==> src/rtl/ascon_pack.sv <==
// Shared types and constants for the Ascon-AEAD128 control sequencer.
package ascon_pack;

  localparam int PAD_AW = 4;

  localparam logic [3:0] ROUNDS_A = 4'd12;
  localparam logic [3:0] ROUNDS_B = 4'd8;

  typedef enum logic [2:0] {
    OP_INIT_LOAD = 3'd0,
    OP_KEY_TAIL  = 3'd1,
    OP_DOMSEP    = 3'd2,
    OP_KEY_FINAL = 3'd3,
    OP_TAG_OUT   = 3'd4
  } op_e;

  typedef enum logic [3:0] {
    ST_IDLE       = 4'd0,
    ST_LOAD       = 4'd1,
    ST_INIT_PERM  = 4'd2,
    ST_KEY_TAIL   = 4'd3,
    ST_AD_BLK     = 4'd4,
    ST_AD_PERM    = 4'd5,
    ST_DOMSEP     = 4'd6,
    ST_DI_BLK     = 4'd7,
    ST_DI_PERM    = 4'd8,
    ST_KEY_FINAL  = 4'd9,
    ST_FINAL_PERM = 4'd10,
    ST_TAG        = 4'd11
  } sched_state_e;

  function automatic logic is_perm(sched_state_e s);
    return (s == ST_INIT_PERM) || (s == ST_AD_PERM) ||
           (s == ST_DI_PERM) || (s == ST_FINAL_PERM);
  endfunction

endpackage

==> src/rtl/ascon_size_decoder.sv <==
// Splits AD/DI byte sizes into full-block counts, pad byte indices and the AD-present flag.
module ascon_size_decoder
  import ascon_pack::*;
#(
  parameter int SIZE_WIDTH = 16,
  parameter int BLOCK_AW   = 12
) (
  input  logic [SIZE_WIDTH-1:0] ad_size,
  input  logic [SIZE_WIDTH-1:0] di_size,
  output logic [BLOCK_AW-1:0]   ad_blocks,
  output logic [BLOCK_AW-1:0]   di_blocks,
  output logic [PAD_AW-1:0]     ad_pad,
  output logic [PAD_AW-1:0]     di_pad,
  output logic                  ad_en
);

  assign ad_blocks = ad_size[PAD_AW +: BLOCK_AW];
  assign di_blocks = di_size[PAD_AW +: BLOCK_AW];
  assign ad_pad    = ad_size[PAD_AW-1:0];
  assign di_pad    = di_size[PAD_AW-1:0];
  assign ad_en     = |ad_size;

endmodule

==> src/rtl/ascon_aead_sequencer.sv <==
// Ascon-AEAD128 control FSM: init, AD absorb, domain separation, DI, finalise, tag.
// Optional ASCON_SCHED_ABORT_EN adds abort_i, which returns the FSM to IDLE from any state.
module ascon_aead_sequencer
  import ascon_pack::*;
#(
  parameter int SIZE_WIDTH = 16,
  parameter int BLOCK_AW   = 12
) (
  input  logic                  clk_i,
  input  logic                  rst_ni,
  input  logic                  start_i,
  input  logic [SIZE_WIDTH-1:0] ad_size_i,
  input  logic [SIZE_WIDTH-1:0] di_size_i,
  output logic                  busy_o,
  output logic                  done_o,
  output logic                  op_valid_o,
  output op_e                   op_o,
  output logic                  perm_start_o,
  output logic [3:0]            perm_rounds_o,
  input  logic                  perm_done_i,
  output logic                  blk_valid_o,
  input  logic                  blk_ready_i,
  output logic                  blk_sel_o,
  output logic                  blk_last_o,
  output logic [PAD_AW-1:0]     blk_pad_idx_o,
`ifdef ASCON_SCHED_ABORT_EN
  input  logic                  abort_i,
`endif
  output sched_state_e          state_o
);

  // Handshake: a block moves on any cycle where blk_valid_o && blk_ready_i; the
  // sideband (sel/last/pad) only changes on such a transfer, so it is stable while valid waits.

  sched_state_e          state_q, state_d;
  logic                  entered_q;
  logic                  last_q;
  logic [SIZE_WIDTH-1:0] ad_size_q, di_size_q;
  logic [BLOCK_AW-1:0]   ad_cnt_q, di_cnt_q;
  logic [BLOCK_AW-1:0]   ad_blocks, di_blocks;
  logic [PAD_AW-1:0]     ad_pad, di_pad;
  logic                  ad_en;
  logic                  abort;
  logic                  perm_go;
  logic                  xfer;
  logic                  start_ok;

`ifdef ASCON_SCHED_ABORT_EN
  assign abort = abort_i;
`else
  assign abort = 1'b0;
`endif

  ascon_size_decoder #(
    .SIZE_WIDTH(SIZE_WIDTH),
    .BLOCK_AW  (BLOCK_AW)
  ) u_size_decoder (
    .ad_size  (ad_size_q),
    .di_size  (di_size_q),
    .ad_blocks(ad_blocks),
    .di_blocks(di_blocks),
    .ad_pad   (ad_pad),
    .di_pad   (di_pad),
    .ad_en    (ad_en)
  );

  // entered_q marks the first cycle of a state: it starts the permutation and masks perm_done_i.
  assign perm_go  = perm_done_i && !entered_q;
  assign xfer     = blk_valid_o && blk_ready_i;
  assign start_ok = (state_q == ST_IDLE) && start_i && !abort;
  assign busy_o   = (state_q != ST_IDLE);
  assign done_o   = (state_q == ST_TAG);
  assign state_o  = state_q;

  always_ff @(posedge clk_i) begin
    if (!rst_ni) begin
      state_q   <= ST_IDLE;
      entered_q <= 1'b0;
    end else begin
      state_q   <= state_d;
      entered_q <= (state_d != state_q);
    end
  end

  always_comb begin
    state_d       = state_q;
    op_valid_o    = 1'b0;
    op_o          = OP_INIT_LOAD;
    perm_start_o  = 1'b0;
    perm_rounds_o = 4'd0;
    blk_valid_o   = 1'b0;
    blk_sel_o     = 1'b0;
    blk_last_o    = 1'b0;
    blk_pad_idx_o = '0;
    if (is_perm(state_q)) perm_start_o = entered_q;
    case (state_q)
      ST_IDLE: if (start_i) state_d = ST_LOAD;
      ST_LOAD: begin
        op_valid_o = 1'b1;
        op_o       = OP_INIT_LOAD;
        state_d    = ST_INIT_PERM;
      end
      ST_INIT_PERM: begin
        if (entered_q) perm_rounds_o = ROUNDS_A;
        if (perm_go) state_d = ST_KEY_TAIL;
      end
      ST_KEY_TAIL: begin
        op_valid_o = 1'b1;
        op_o       = OP_KEY_TAIL;
        state_d    = ad_en ? ST_AD_BLK : ST_DOMSEP;
      end
      ST_AD_BLK: begin
        blk_valid_o = 1'b1;
        blk_sel_o   = 1'b0;
        blk_last_o  = (ad_cnt_q == '0);
        if (blk_last_o) blk_pad_idx_o = ad_pad;
        if (blk_ready_i) state_d = ST_AD_PERM;
      end
      ST_AD_PERM: begin
        if (entered_q) perm_rounds_o = ROUNDS_B;
        if (perm_go) state_d = last_q ? ST_DOMSEP : ST_AD_BLK;
      end
      ST_DOMSEP: begin
        op_valid_o = 1'b1;
        op_o       = OP_DOMSEP;
        state_d    = ST_DI_BLK;
      end
      ST_DI_BLK: begin
        blk_valid_o = 1'b1;
        blk_sel_o   = 1'b1;
        blk_last_o  = (di_cnt_q == '0);
        if (blk_last_o) blk_pad_idx_o = di_pad;
        // The final DI block goes straight to finalisation without a permutation.
        if (blk_ready_i) state_d = blk_last_o ? ST_KEY_FINAL : ST_DI_PERM;
      end
      ST_DI_PERM: begin
        if (entered_q) perm_rounds_o = ROUNDS_B;
        if (perm_go) state_d = ST_DI_BLK;
      end
      ST_KEY_FINAL: begin
        op_valid_o = 1'b1;
        op_o       = OP_KEY_FINAL;
        state_d    = ST_FINAL_PERM;
      end
      ST_FINAL_PERM: begin
        if (entered_q) perm_rounds_o = ROUNDS_A;
        if (perm_go) state_d = ST_TAG;
      end
      ST_TAG: begin
        op_valid_o = 1'b1;
        op_o       = OP_TAG_OUT;
        state_d    = ST_IDLE;
      end
      default: state_d = ST_IDLE;
    endcase
    if (abort) state_d = ST_IDLE;
  end

  // Counters load in LOAD from the sizes latched at start; they only step on non-last
  // transfers, so an all-ones count reaches zero exactly at the final block.
  always_ff @(posedge clk_i) begin
    if (!rst_ni) begin
      ad_size_q <= '0;
      di_size_q <= '0;
      ad_cnt_q  <= '0;
      di_cnt_q  <= '0;
      last_q    <= 1'b0;
    end else begin
      if (start_ok) begin
        ad_size_q <= ad_size_i;
        di_size_q <= di_size_i;
      end
      if (state_q == ST_LOAD) begin
        ad_cnt_q <= ad_blocks;
        di_cnt_q <= di_blocks;
      end else if (xfer && !blk_last_o) begin
        if (blk_sel_o) di_cnt_q <= di_cnt_q - BLOCK_AW'(1);
        else           ad_cnt_q <= ad_cnt_q - BLOCK_AW'(1);
      end
      if (xfer) last_q <= blk_last_o;
    end
  end

endmodule

==> config.mk <==
export PLATFORM = sky130hd
export DESIGN_NAME = ascon_aead_sequencer
export DESIGN_NICKNAME = d
export VERILOG_FILES = /design/src/rtl/ascon_pack.sv /design/src/rtl/ascon_size_decoder.sv /design/src/rtl/ascon_aead_sequencer.sv
export SDC_FILE = /design/constraint.sdc
export NUM_CORES = 1
export LEC_CHECK = 0
export ABC_CLOCK_PERIOD_IN_PS = 5880
export CAP_MARGIN = 10
export CORE_UTILIZATION = 50
export DETAILED_ROUTE_END_ITERATION = 6
export PLACE_DENSITY = 0.83
export SETUP_SLACK_MARGIN = 0.02
export SLEW_MARGIN = 0
export SYNTH_ARGS = -nofsm -noshare
export SYNTH_HDL_FRONTEND = slang
export SYNTH_SLANG_ARGS = --single-unit
==> constraint.sdc <==
create_clock -name clk_i -period 5.88 [get_ports clk_i]
set_input_delay 0.588 -clock clk_i [delete_from_list [all_inputs] [get_ports clk_i]]
set_output_delay 0.588 -clock clk_i [all_outputs]
set_load 0.01 [all_outputs]
==> results of run 1 <==
==> cells by family after synthesis <==
group / after synthesis / synth area share
simple gates: 186 / 0.279
compound gates: 121 / 0.238
flops: 62 / 0.390
buf+inv: 42 / 0.0614
fa+ha+maj: 4 / 0.0157
xor+xnor: 4 / 0.0110
other cells: 1 / 0.00118
mux: 1 / 0.00315
==> report_power, final <==
group | switching, W | internal, W
Sequential | 0.0000391 | 0.000457
Combinational | 0.000152 | 0.000110
Clock | 0.000165 | 0.000192
==> sequential cells by signal (all words and copies together), names as in the netlist <==
name	cells
ad_cnt_q	12
entered_q	1
last_q	1
di_size_q	16
state_o	4
ad_size_q	16
di_cnt_q	12
==> Yosys cell counts (3+ instances only) <==
library cell / n / area [um2]
o22ai_1: 7 / 43.8
nand2b_1: 5 / 31.3
clkbuf_1: 22 / 82.6
nor3_1: 13 / 65.1
o311ai_0: 7 / 61.3
nor3b_1: 3 / 22.5
inv_1: 9 / 33.8
nand3_1: 16 / 80.1
buf_4: 4 / 30.0
dfxtp_1: 62 / 1240
nor4_1: 11 / 68.8
o21a_1: 3 / 22.5
o21ai_0: 13 / 65.1
a31oi_1: 4 / 25.0
buf_2: 3 / 15.0
nand2_1: 90 / 338
a21oi_1: 55 / 275
or3_1: 3 / 18.8
xnor2_1: 3 / 26.3
ha_1: 4 / 50.1
nand4_1: 5 / 31.3
and3_1: 3 / 18.8
a22oi_1: 8 / 60.1
a22o_1: 5 / 43.8
nor2_1: 24 / 90.1
==> per-layer routing <==
layer,track usage,vias up,part of all wire
li1,-,1595,-
met1,0.339,1492,0.45
met2,0.405,143,0.45
met3,0.0511,17,0.081
met4,0.119,0,0.022
met5,0,-,0
==> critical path: stages, from the launching register on <==
cell and delay, ns:
dfxtp_1 0.64, nor2b_2 0.40, nand2_8 0.10, inv_4 0.07, and4b_1 0.40, nand2b_1 0.21
clkdlybuf4s50_1 0.55
==> metrics by stage <==
step | hold WS (ns) | instance area (um2) | cells
floorplan | 0.432 | 3180 | 422
global placement | 0.439 | 3710 | 524
detailed placement | 0.444 | 3710 | 524
CTS | 0.455 | 3900 | 540
global route | 0.469 | 3900 | 540
finish | 0.453 | 3900 | 540
==> worst min-delay path by stage <==
stage	slack [ns]	cells after the start	endpoint
after floorplan	0.43	2	last_q$_SDFFE_PN0P_
after global placement	0.44	2	di_size_q[13]$_SDFFE_PN0P_
after detailed placement	0.44	2	di_size_q[10]$_SDFFE_PN0P_
after CTS	0.45	2	di_size_q[13]$_SDFFE_PN0P_
after global routing	0.47	2	di_size_q[13]$_SDFFE_PN0P_
final	0.45	2	di_size_q[13]$_SDFFE_PN0P_
==> layout make-up <==
type                       count  share of cell area
sequential                    62               0.318
multi-input combinational    318               0.449
timing repair buffer          59               0.150
clock inverter                 7              0.0167
tap                           75              0.0241
inverter                      10              0.0103
clock buffer                   9              0.0318
==> impl_metrics.py, run 1 <==
metrics = {
    "timing": {
        "clock.fmax_mhz": 304,
        "fin_crit_sh": 0.560,
        "hold_viol_final": 0,
        "rsz0062_at_grt": "no",
        "max_slew_margin": 0.249,
        "postLayoutSetupSlackWorst_ns": 2.59,
        "fin_tns_setup_ns": 0,
        "worst_pin_slew_ns": 1.13,
        "min_period_ns": 3.29,
        "setup_viol": 0,
        "clock_skew_ns": 0.00654,
        "drv_slew": 0,
    },
    "route": {
        "drt_iter0_drc": 335,
        "wl_per_cell_um": 15.1,
        "viasPerCell": 6.01,
        "final_antenna_net_count": 0,
        "post-route-drc-count": 0,
        "via_count": 3247,
        "wl_um": 8170,
        "dr.pass1.iters": 4,
    },
    "clock_tree": {
        "cts_sinks": 62,
        "clk_path_buf_depth": 2,
        "hold_buffers": 0,
        "cts_tree": "yes",
        "path_clk_slew_ns": 0.07,
        "cts_max_level": 3,
        "clk_root_buffer_cell": "clkbuf_8",
        "cts_inserted_buffers": 9,
        "clock_latency_ns": 0.33,
        "postCtsSetupBuffers": 0,
        "cts_resized": 0,
    },
    "floorplanning": {
        "fp.dieW_um": 81.7,
        "fp.dieArea_mm2": 0.00668,
        "std_cell_rows": 28,
        "initial_utilization": 0.528,
        "ioPinCount": 59,
        "fp.dieH_um": 81.7,
        "core_mm2": 0.00603,
    },
    "pwr": {
        "leakage_nw": 1.41,
        "power_density_mw_per_mm2": 286,
        "finalPower_w": 0.00112,
        "peakVddDrop_mv": 0.175,
    },
    "worst_hold_path": {
        "min-delay-start": "di_size_q[13]$_SDFFE_PN0P_",
        "hp-class": "reg2reg",
    },
    "synth": {
        "synth-seq-area-share": 0.390,
        "syn_area_per_cell_um2": 7.55,
        "yosys_warnings": 0,
        "synth_seq_cells": 62,
        "synth.distinct_cells": 56,
        "synth-main-ff-cell": "dfxtp_1",
        "syn_area_mm2": 0.00318,
        "synth-edff-count": 0,
        "ys_async_sr_fraction": 0,
        "syn_inst": 421,
    },
    "place": {
        "place_congestion": 0.940,
        "place_hpwl_um": 5620,
        "port_buffers": 56,
        "place_ws_ns": 2.96,
    },
    "global_routing": {
        "antenna_found_initial": 0,
        "grt_pass1_wl_um": 13300,
        "track_usage": 0.258,
        "grt_pass1_vias": 2920,
        "overflow": 0,
        "grt_max_degree": 50,
    },
    "layout": {
        "fin_util": 0.647,
        "multi_input_area_mm2": 0.00175,
        "drive_above_1_share": 0.0559,
        "seqCellArea_mm2": 0.00124,
        "nFillCells": 538,
        "antenna_cells": 0,
        "syn_to_final_growth_pct": 22.6,
        "layout_common_cells": "nand2_1, dfxtp_1, clkdlybuf4s50_1",
        "final_nets": 501,
        "layout_commonest_cell": "nand2_1",
    },
    "critical_path": {
        "critPathCaptureType": "output port",
        "reg2reg_slack_ns": 3.10,
        "crit_end": "blk_last_o",
        "path_max_fanout": 16,
        "rr_worst_depth": 7,
        "worstSetupPathType": "reg2out",
        "startpoint_type": "register",
        "startpoint": "state_o[2]$_SDFF_PN0_",
        "timing.rr.start": "state_o[3]$_SDFF_PN0_",
        "required_ns": 5.29,
        "regToRegEndpoint": "di_cnt_q[11]$_SDFFE_PN0P_",
        "crit_arrival_ns": 2.70,
    },
    "status": {
        "status": "completed",
    },
    "job": {
        "cap_violations": 0,
    },
}
Note: power is estimated with default switching activity, not from simulation.
==> run 2, diff against run 1 <==
Settings changed: ABC_CLOCK_PERIOD_IN_PS 5880 to 3000, CORE_UTILIZATION 50 to 47, PLACE_DENSITY 0.83 to 0.82.
Clock period 5.88 ns to 3 ns, I/O delays scaled along.
==> run 2 against run 1 <==
The run now ends with design-rule violations left. Cell count grew 1.7%. Core utilization shrank 2.6 points. Die area grew 6.2%. Routed wire length grew 2.3%. Largest cell class unchanged. Critical endpoint unchanged. Critical path depth shrank 2.
==> impl_metrics.py, run 2 (synthesis results as in run 1) <==
metrics = {
    "status": {
        "violations": "design-rule violations",
        "status": "complete, but fails checks",
    },
    "timing": {
        "clock.fmax_mhz": 357,
        "max_slew_margin": 0.528,
        "clock_skew_ns": 0.00843,
        "worst_pin_slew_ns": 0.705,
        "setup_viol": 0,
        "min_period_ns": 2.80,
        "hold_viol_final": 0,
        "fin_tns_setup_ns": 0,
        "rsz0062_at_grt": "no",
        "fin_crit_sh": 0.933,
        "drv_slew": 0,
    },
    "critical_path": {
        "startpoint_type": "register",
        "timing.rr.start": "ad_cnt_q[0]$_SDFFE_PN0P_",
        "regToRegEndpoint": "di_cnt_q[11]$_SDFFE_PN0P_",
        "crit_arrival_ns": 2.50,
        "reg2reg_slack_ns": 0.48,
        "path_max_fanout": 9,
        "required_ns": 2.70,
        "worstSetupPathType": "reg2out",
        "critPathCaptureType": "output port",
        "rr_worst_depth": 7,
    },
    "pwr": {
        "leakage_nw": 1.46,
        "pwr-share-clk": 0.356,
        "p_comb_frac": 0.231,
        "p_sw_w": 0.000732,
        "finalPower_w": 0.00232,
        "power_density_mw_per_mm2": 582,
        "peakVddDrop_mv": 0.402,
        "p_seq_frac": 0.412,
        "p_int_w": 0.00159,
        "netSwitchingFraction": 0.315,
    },
    "clock_tree": {
        "postCtsSetupBuffers": 0,
        "cts_tree": "yes",
        "cts_resized": 0,
        "path_clk_slew_ns": 0.08,
        "hold_buffers": 0,
        "clock_latency_ns": 0.35,
        "clk_path_buf_depth": 2,
        "cts_max_level": 3,
        "cts_sinks": 62,
        "clk_root_buffer_cell": "clkbuf_8",
        "cts_inserted_buffers": 9,
    },
    "place": {
        "place_hpwl_um": 5710,
        "place_congestion": 0.921,
        "placed_area_mm2": 0.00376,
        "port_buffers": 56,
    },
    "global_routing": {
        "grt_pass1_vias": 3071,
        "grt_pass1_wl_um": 14200,
        "overflow": 0,
        "grt_max_degree": 50,
        "antenna_found_initial": 0,
        "track_usage": 0.249,
    },
    "route": {
        "viasPerCell": 6.00,
        "via_count": 3295,
        "final_antenna_net_count": 0,
        "dr.pass1.iters": 6,
        "wl_per_cell_um": 15.2,
        "wl_um": 8360,
        "drt_iter0_drc": 298,
        "post-route-drc-count": 10,
    },
    "layout": {
        "drive_above_1_share": 0.0720,
        "antenna_cells": 0,
        "layout_common_cells": "nand2_1, dfxtp_1, clkdlybuf4s50_1",
        "largestRegisters": "ad_size_q: 16 flops, di_size_q: 16 flops",
        "final_nets": 508,
        "layout_commonest_cell": "nand2_1",
        "design_area_mm2": 0.00399,
        "syn_to_final_growth_pct": 25.4,
    },
    "floorplanning": {
        "core_mm2": 0.00642,
        "fp.dieH_um": 84.2,
        "fp.dieW_um": 84.2,
        "ioPinCount": 59,
        "fp.dieArea_mm2": 0.00710,
        "initial_utilization": 0.495,
        "std_cell_rows": 29,
    },
    "job": {
        "cap_violations": 0,
    },
    "worst_hold_path": {
        "min-delay-start": "di_size_q[14]$_SDFFE_PN0P_",
        "holdPathEnd": "di_size_q[14]$_SDFFE_PN0P_",
        "hold_depth": 2,
        "hp-class": "reg2reg",
    },
}
run 2: final cells by class:
class                           count  area (um2)
Clock buffer                        9         124
Clock inverter                      7        97.6
Fill cell                         552        2430
Inverter                           10        40.0
Multi-Input combinational cell    318        1750
Sequential cell                    62        1240
Tap cell                           77        96.3
Timing Repair Buffer               66         636
run 2: power by group through the flow:
stage               clock [W]  sequential [W]  combinational, W
global placement            0        0.000973          0.000516
finish               0.000827        0.000958          0.000537
floorplan                   0        0.000957          0.000371
detailed placement          0        0.000975          0.000528
global route         0.000868        0.000968          0.000599
CTS                  0.000831        0.000956          0.000531
run 2: worst max-delay path: stages, from the launching register on:
cell	delay, ns
dfxtp_1	0.38
or4_1	0.60
and4b_2	0.45
nand2b_1	0.17
clkdlybuf4s50_1	0.56
run 2: per-layer routing:
metal | up-vias | wire length (um) | GRT usage
met5 | - | 0 | 0
met4 | 0 | 203 | 0.122
met3 | 16 | 700 | 0.0531
met2 | 171 | 3730 | 0.382
met1 | 1507 | 3730 | 0.332
li1 | 1601 | - | -
run 2: worst max path at each step:
| stage | start | end | slack (ns) | depth (start not counted) |
|---|---|---|---|---|
| after floorplan | ad_cnt_q[0]$_SDFFE_PN0P_ | di_cnt_q[11]$_SDFFE_PN0P_ | 0.76 | 9 |
| after global placement | di_cnt_q[7]$_SDFFE_PN0P_ | blk_last_o | 0.55 | 4 |
| after detailed placement | di_cnt_q[7]$_SDFFE_PN0P_ | blk_last_o | 0.48 | 4 |
| after CTS | di_cnt_q[7]$_SDFFE_PN0P_ | blk_pad_idx_o[2] | 0.09 | 4 |
| after global routing | di_cnt_q[7]$_SDFFE_PN0P_ | blk_last_o | 0.07 | 4 |
| final | di_cnt_q[7]$_SDFFE_PN0P_ | blk_last_o | 0.20 | 4 |
run 2: through the flow:
stage	cells	hold WS (ns)	util	setup WS (ns)
2_1_floorplan	422	0.432	-	0.755
3_3_place_gp	533	0.440	0.586	0.548
3_5_place_dp	533	0.446	0.586	0.476
4_1_cts	549	0.456	0.621	0.0913
5_1_grt	549	0.472	0.621	0.0710
6_report	549	0.457	0.621	0.200
==> run 3, diff against run 2 <==
Settings changed: SETUP_SLACK_MARGIN 0.02 to 0.1.
==> run 3 against run 2 <==
The flow still finishes with violations (design-rule violations). First-iteration DRC count is 7.7% higher. Core utilization is 0.16 points higher. Global-route usage stayed put. Sequential share of layout area is 0.078 points lower. Highest routed layer unchanged.
==> impl_metrics.py, run 3 (synthesis results as in run 1) <==
metrics = {
    "place": {
        "port_buffers": 56,
        "place_hpwl_um": 5710,
        "place_congestion": 0.921,
        "place_ws_ns": 0.476,
    },
    "status": {
        "status": "complete, but fails checks",
        "violations": "design-rule violations",
    },
    "global_routing": {
        "grt-busiest-layer": "met2",
        "antenna_found_initial": 0,
        "grt_max_degree": 50,
        "grt_use_met3": 0.0531,
        "use_met2": 0.382,
        "overflow": 0,
        "grt_pass1_vias": 3071,
        "grt_pass1_wl_um": 14200,
        "globalRouteMet1Util": 0.332,
        "track_usage": 0.249,
    },
    "timing": {
        "postLayoutSetupSlackWorst_ns": 0.216,
        "setup_viol": 0,
        "rsz0062_at_grt": "no",
        "drv_slew": 0,
        "max_slew_margin": 0.516,
        "clock_skew_ns": 0.00847,
        "hold_viol_final": 0,
        "fin_tns_setup_ns": 0,
        "worst_pin_slew_ns": 0.722,
        "fin_crit_sh": 0.928,
        "clock.fmax_mhz": 359,
        "min_period_ns": 2.78,
    },
    "route": {
        "via_count": 3289,
        "final_antenna_net_count": 0,
        "dr.pass1.iters": 7,
        "wl_per_cell_um": 15.2,
        "drt_iter0_drc": 321,
        "post-route-drc-count": 10,
        "wl_um": 8380,
        "viasPerCell": 5.98,
    },
    "floorplanning": {
        "std_cell_rows": 29,
        "fp.dieArea_mm2": 0.00710,
        "initial_utilization": 0.495,
        "fp.dieH_um": 84.2,
        "fp.dieW_um": 84.2,
        "core_mm2": 0.00642,
        "ioPinCount": 59,
    },
    "critical_path": {
        "crit_arrival_ns": 2.48,
        "startpoint_type": "register",
        "required_ns": 2.70,
        "reg2reg_slack_ns": 0.46,
        "worstSetupPathType": "reg2out",
        "path_max_fanout": 8,
        "crit_chain": "or4_1 > and4b_4 > nand2b_1 > clkdlybuf4s50_1",
        "slowest_stage": "or4_1",
        "critPathCaptureType": "output port",
        "slowest_delay_ns": 0.59,
        "crit_buf_inv": 1,
        "crit_family": "simple AND/OR/NAND/NOR gates",
    },
    "clock_tree": {
        "clock_latency_ns": 0.35,
        "path_clk_slew_ns": 0.08,
        "cts_max_level": 3,
        "clk_path_buf_depth": 2,
        "cts_tree": "yes",
        "cts_inserted_buffers": 9,
        "hold_buffers": 0,
        "cts_sinks": 62,
        "clk_root_buffer_cell": "clkbuf_8",
    },
    "layout": {
        "antenna_cells": 0,
        "nFillCells": 551,
        "final_nets": 509,
        "drive_above_1_share": 0.0740,
        "layout_commonest_cell": "nand2_1",
        "layout_common_cells": "nand2_1, dfxtp_1, clkdlybuf4s50_1",
        "largestRegisters": "ad_size_q: 16 flops, di_size_q: 16 flops",
        "syn_to_final_growth_pct": 25.7,
    },
    "pwr": {
        "peakVddDrop_mv": 0.402,
        "power_density_mw_per_mm2": 581,
        "leakage_nw": 1.46,
    },
    "worst_hold_path": {
        "hp-class": "reg2reg",
    },
    "job": {
        "cap_violations": 0,
    },
}
==> run 3: changes by cell type in the layout (fill, tap and decap cells not counted), sizes merged <==
cell  previous run  this run
buf             10        11
==> run 3: routing by layer <==
metal	share of wire	wire, um
met2	0.45	3740
met3	0.075	632
met5	0	0
met1	0.45	3810
met4	0.024	202
==> run 3: where the power goes <==
group / internal, W / total [W] / switching (W)
registers: 0.000894 / 0.000958 / 0.0000634
clock network: 0.000470 / 0.000826 / 0.000356
logic: 0.000226 / 0.000538 / 0.000312
==> run 3: cell type report <==
class	instances	area (um2)	share of cell area
Timing Repair Buffer	67	643	0.161
Sequential cell	62	1240	0.310
Inverter	10	40.0	0.0100
Clock buffer	9	124	0.0310
Tap cell	77	96.3	0.0241
Clock inverter	7	97.6	0.0244
Multi-Input combinational cell	318	1760	0.439
==> run 3: metrics by stage <==
stage               hold WS (ns)  utilization  area (um2)  instances  power (W)
floorplan                  0.432            -        3180        422    0.00133
finish                     0.458        0.622        4000        550    0.00232
global placement           0.440        0.586        3760        533    0.00149
global route               0.472        0.622        4000        550    0.00243
CTS                        0.456        0.621        3990        549    0.00232
detailed placement         0.446        0.586        3760        533    0.00150
==> run 3: worst register-to-register path, stage by stage (launching register included) <==
cell     delay [ns]
dfxtp_1        0.36
inv_1          0.10
ha_1           0.20
nor4b_1        0.14
and4b_4        0.26
buf_4          0.15
or3_1          0.57
or4_1          0.53
a31oi_1        0.17
==> run 3: worst paths after layout <==
kind | startpoint | endpoint | depth (start not counted)
worst max-delay path | di_cnt_q[7]$_SDFFE_PN0P_ | blk_last_o | 4
worst min-delay path | di_size_q[14]$_SDFFE_PN0P_ | di_size_q[14]$_SDFFE_PN0P_ | 2
worst max register to register | di_cnt_q[0]$_SDFFE_PN0P_ | di_cnt_q[11]$_SDFFE_PN0P_ | 8
worst min register to register | di_size_q[14]$_SDFFE_PN0P_ | di_size_q[14]$_SDFFE_PN0P_ | 2
==> run 3: repair_timing <==
item / CTS / global route
gates cloned: 0 / 0
resized for setup: 1 / 1
endpoints found under the setup margin: 2 / 2
pin swaps: 0 / 0
endpoints found under the hold margin: 0 / 0
buffers inserted: 0 / 1
